## config.mk

```make
export PLATFORM = sky130hd
export DESIGN_NAME = mem_writer_ctrl
export DESIGN_NICKNAME = d
export VERILOG_FILES = /design/src/rtl/mem_writer_ctrl.sv
export SDC_FILE = /design/constraint.sdc
export NUM_CORES = 1
export LEC_CHECK = 0
export BUFFER_PORTS_ARGS = -buffer_cell sky130_fd_sc_hd__buf_4
export CAP_MARGIN = 20
export CORE_MARGIN = 2
export CORE_UTILIZATION = 50
export DETAILED_ROUTE_END_ITERATION = 8
export GPL_TIMING_DRIVEN = 0
export PLACE_DENSITY = 0.75
export SLEW_MARGIN = 25
export SYNTH_ARGS = -nofsm -noshare
export SYNTH_HDL_FRONTEND = slang
export SYNTH_SLANG_ARGS = --single-unit
```

## constraint.sdc

```tcl
create_clock -name clk -period 4.8 [get_ports clk]
set_clock_uncertainty 0.15 [all_clocks]
set_input_delay 0 -clock clk [delete_from_list [all_inputs] [get_ports clk]]
set_output_delay 0 -clock clk [all_outputs]
set_load 0.02 [all_outputs]
```

## src/rtl/mem_writer_ctrl.sv

```systemverilog
//==============================================================================
// Module      : mem_writer_ctrl
// Description : Pushbutton-driven writer for a 1K x 8 synchronous-read memory,
//               with debounced buttons and a write/read-back verify sequence.
// Revision    : 1.0 - initial release
//==============================================================================
`timescale 1ns/1ps
`default_nettype none

module mem_writer_ctrl #(
    parameter int DB_CYCLES = 1000000,
    parameter int DB_W      = 20
) (
    input  logic       clk,
    input  logic       reset,
    input  logic [7:0] sw,
    input  logic       btn_wr,
    input  logic       btn_inc,
    input  logic       btn_dec,
    output logic [9:0] addr,
    output logic [7:0] DI,
    output logic       write_enable,
    input  logic [7:0] DO,
    output logic [7:0] rd_byte,
    output logic       busy,
    output logic       err
);

    localparam logic [DB_W-1:0] c_CNT_MAX = DB_W'(DB_CYCLES - 1);

    localparam logic [1:0] c_ST_IDLE    = 2'd0;
    localparam logic [1:0] c_ST_WRITE   = 2'd1;
    localparam logic [1:0] c_ST_RD_WAIT = 2'd2;
    localparam logic [1:0] c_ST_CHECK   = 2'd3;

    // Button index: 0 = write, 1 = increment, 2 = decrement
    logic [2:0] w_btn;
    logic [2:0] w_press;
    logic [1:0] r_state;

    assign w_btn = {btn_dec, btn_inc, btn_wr};

    genvar gi;
    generate
        for (gi = 0; gi < 3; gi++) begin : g_db
            logic            r_sync1;
            logic            r_sync2;
            logic            r_level;
            logic            r_press;
            logic [DB_W-1:0] r_cnt;

            always_ff @(posedge clk or negedge reset) begin
                if (!reset) begin
                    r_sync1 <= 1'b0;
                    r_sync2 <= 1'b0;
                    r_level <= 1'b0;
                    r_press <= 1'b0;
                    r_cnt   <= '0;
                end else begin
                    r_sync1 <= w_btn[gi];
                    r_sync2 <= r_sync1;
                    r_press <= 1'b0;
                    // Any agreement with the current level restarts the stable-time count
                    if (r_sync2 != r_level) begin
                        if (r_cnt == c_CNT_MAX) begin
                            r_level <= r_sync2;
                            r_press <= r_sync2;
                            r_cnt   <= '0;
                        end else begin
                            r_cnt <= r_cnt + 1'b1;
                        end
                    end else begin
                        r_cnt <= '0;
                    end
                end
            end

            assign w_press[gi] = r_press;
        end
    endgenerate

    always_ff @(posedge clk or negedge reset) begin
        if (!reset) begin
            r_state      <= c_ST_IDLE;
            addr         <= 10'd0;
            DI           <= 8'd0;
            write_enable <= 1'b0;
            rd_byte      <= 8'd0;
            busy         <= 1'b0;
            err          <= 1'b0;
        end else begin
            case (r_state)
                c_ST_IDLE: begin
                    rd_byte <= DO;
                    // Write wins over address moves; opposing moves cancel
                    if (w_press[0]) begin
                        DI           <= sw;
                        write_enable <= 1'b1;
                        busy         <= 1'b1;
                        r_state      <= c_ST_WRITE;
                    end else if (w_press[1] && !w_press[2]) begin
                        addr <= addr + 10'd1;
                    end else if (w_press[2] && !w_press[1]) begin
                        addr <= addr - 10'd1;
                    end
                end
                c_ST_WRITE: begin
                    write_enable <= 1'b0;
                    r_state      <= c_ST_RD_WAIT;
                end
                c_ST_RD_WAIT: begin
                    r_state <= c_ST_CHECK;
                end
                c_ST_CHECK: begin
                    rd_byte <= DO;
                    err     <= (DO != DI);
                    busy    <= 1'b0;
                    r_state <= c_ST_IDLE;
                end
                default: begin
                    write_enable <= 1'b0;
                    busy         <= 1'b0;
                    r_state      <= c_ST_IDLE;
                end
            endcase
        end
    end

endmodule

`default_nettype wire

```

==> reports/results.ini <==
[outcome]
status=finished, final reports clean

[cells_and_area]
fin_cells=691
diodes=0
drive_gt1_share_pct=20.25
nFillCells=778
finalNetCount=592
areaGrowthSynthToFinish_pct=19.88

[setup_path]
r2r_start=g_db[1].r_press
crit_arrival_ns=2.82
startpoint=g_db[1].r_press
crit_required_ns=4.89
crit_path_start_kind=register
critical_path_class=reg2reg
reg2reg_to=addr[9]
crit_end=addr[9]
rr_worst_depth=8
r2r_setup_slack_ns=2.07
cp-end-kind=register
cp_max_fo=11

[floorplanning]
die_width_um=104.5
start_util_pct=51.72
num_rows=36
ioPinCount=50
die_h_um=104.5
die-area_um2=10930
core-area_um2=9774

[drt]
routedWlPerCell_um=13.72
drt_iter0_drc=193
first_pass_iters=4
wl_um=9482
drc_errors=0
num_vias=3615
ant_nets=0
via_per_inst=5.232

[sta]
fin_crit_ns=2.726
slew_headroom_pct=65.05
holdWs_ns=0.1391
drv_slew=0
fin_setup_tns_ns=0
hold_viol_final=0
finalSetupViolCount=0
max_freq_mhz=366.8
worst_pin_slew_ns=0.5243
rsz0062_at_grt=no
finalCritPeriodShare_pct=56.80

[synth]
async_reset_ff_share_pct=100.0
yosysWarnings=0
syn-num-nets=510
synth_area_um2=5055
synth_edf_count=0
synthCells=471
dominantRegCellSynth=dfrtp_1
seq_area_frac_synth_pct=50.99
synth.distinct_cells=48
synth.avg_cell_area_um2=10.73
ys_seq_elements=103

[global_routing]
grtUsageTotal_pct=18.42
grt_max_degree=104
overflow=0
antenna_found_initial=0
grt_pass1_vias=3556
grt_first_pass_wirelength_um=16550

[run]
maxCapViolations=0

[clock_network]
cts_tree=built
cts_hold_buf=20
cts_made_buffers=9
htree_levels=3
ctsResizeCount=0
cts_setup_buffers=0
cts_sinks=103
clkTransAtPathRegs_ns=0.10
clockRootBuffer=clkbuf_8
clk_latency_ns=0.35
ctsLongestPathBuffers=2

[place]
place_hpwl_um=6242
dpl.cell_count=653
io_buffers=49
gp_congestion=0.8198

[power_and_ir_drop]
power_w=0.001607
cellPowerDensity_nw_per_um2=265.2
peakVddDrop_uv=278.8
power_leakage_nw=2.664

[hold_path]
worstHoldPathCells=2
hold_path_class=in2reg

==> flip-flops by register name, indices dropped and copies added, names as in the netlist <==
register      cells
g_db.r_level      3
addr             10
g_db.r_sync2      3
DI                8
rd_byte           8
busy              1
g_db.r_sync1      3
err               1
g_db.r_cnt       60
r_state           2
write_enable      1
g_db.r_press      3
==> worst max-delay path, stage by stage, from the launching register on <==
cell	delay (ns)
dfrtp_1	0.38
ha_1	0.25
inv_1	0.30
ha_1	0.39
a21o_2	0.26
a221oi_4	0.26
a21oi_1	0.07
a31o_1	0.19
or3_1	0.37
==> per-layer routing <==
| layer | share of wire (%) | global-route usage, % |
|---|---|---|
| met5 | 0 | 0 |
| met4 | 1.4 | 4.826 |
| met3 | 3.6 | 4.242 |
| met2 | 50 | 30.86 |
| met1 | 45 | 24.16 |
==> worst min path at each step <==
| stage | from | endpoint |
|---|---|---|
| finish | btn_wr | g_db[0].r_sync1 |
| floorplan | reset | DI[0] |
| global route | btn_dec | g_db[2].r_sync1 |
| global placement | btn_dec | g_db[2].r_sync1 |
| CTS | btn_inc | g_db[1].r_sync1 |
| detailed placement | btn_inc | g_db[1].r_sync1 |
==> power breakdown <==
part	total, W	switching (W)	internal (W)
combinational	0.000104	0.0000534	0.0000503
clock	0.000608	0.000294	0.000314
sequential	0.000895	0.0000127	0.000882
==> synth_stat cells, drive strengths merged, types with 3 or more instances <==
cell | number | share of area [%]
nor4b | 3 | 0.52
nor2 | 66 | 5.0
nand2b | 6 | 0.89
inv | 11 | 0.82
nor3 | 5 | 0.59
mux2 | 19 | 4.2
nor3b | 4 | 0.69
and3 | 3 | 0.37
dfrtp | 103 | 51
nor4 | 7 | 1.2
nand2 | 37 | 2.8
or3 | 10 | 1.2
o21ai | 23 | 2.5
xor2 | 42 | 7.3
a21oi | 14 | 1.5
xnor2 | 23 | 4.0
nand4 | 15 | 2.2
ha | 17 | 4.2
mux2i | 3 | 0.59
nand3 | 26 | 3.0
buf | 12 | 1.5
and4 | 5 | 0.87
==> area by class of cell <==
class	count	area (um^2)	share of cell area [%]
sequential	103	2577	42.54
multi-input combinational	344	2356	38.88
timing repair buffer	71	609.3	10.06
tap	133	166.4	2.746
clock buffer	11	141.4	2.333
clock inverter	5	87.58	1.445
buffer	13	80.08	1.321
inverter	11	41.29	0.6814
==> cell usage in the layout, fill, tap and decap left out, types with 3 or more instances in the layout <==
master	Yosys	layout
ha_1	17	17
nand2b_1	5	5
dlygate4sd3_1	0	21
nand3_2	4	4
nor3b_1	3	3
buf_4	4	52
nor3_1	4	4
and4_1	5	5
and3_1	3	3
nor4b_1	3	3
mux2i_1	3	3
clkbuf_8	0	10
inv_1	11	11
nor4_1	6	6
xor2_1	42	42
buf_2	7	7
o21ai_0	22	22
dfrtp_1	103	103
mux2_2	19	19
or3_1	10	10
nand3_1	22	22
nand4_1	14	14
nand2_1	36	36
nor2_1	64	64
xnor2_1	23	23
a21oi_1	13	13
==> metrics by stage <==
step           setup WS (ns)  utilization, %  instance area (um^2)
3_5_place_dp           2.081           57.22                  5593
6_report               2.074           61.99                  6060
2_1_floorplan          2.327               -                  5055
5_1_grt                1.909           61.99                  6060
4_1_cts                2.059           61.61                  6022
3_3_place_gp           2.129           57.18                  5589
==> cells by family (layout without fill, tap and decap cells) <==
group / after synthesis / count (layout) / share of synthesized area, %
buffers and inverters: 24 / 111 / 2.401
xor gates and xnor gates: 65 / 65 / 11.26
adders and majority gates: 18 / 18 / 4.604
DFF: 103 / 103 / 50.99
AOI/OAI and AO/OA: 46 / 46 / 5.644
and+or+nand+nor: 193 / 193 / 20.27
muxes: 22 / 22 / 4.827
Note: power is estimated with default switching activity, not from simulation.
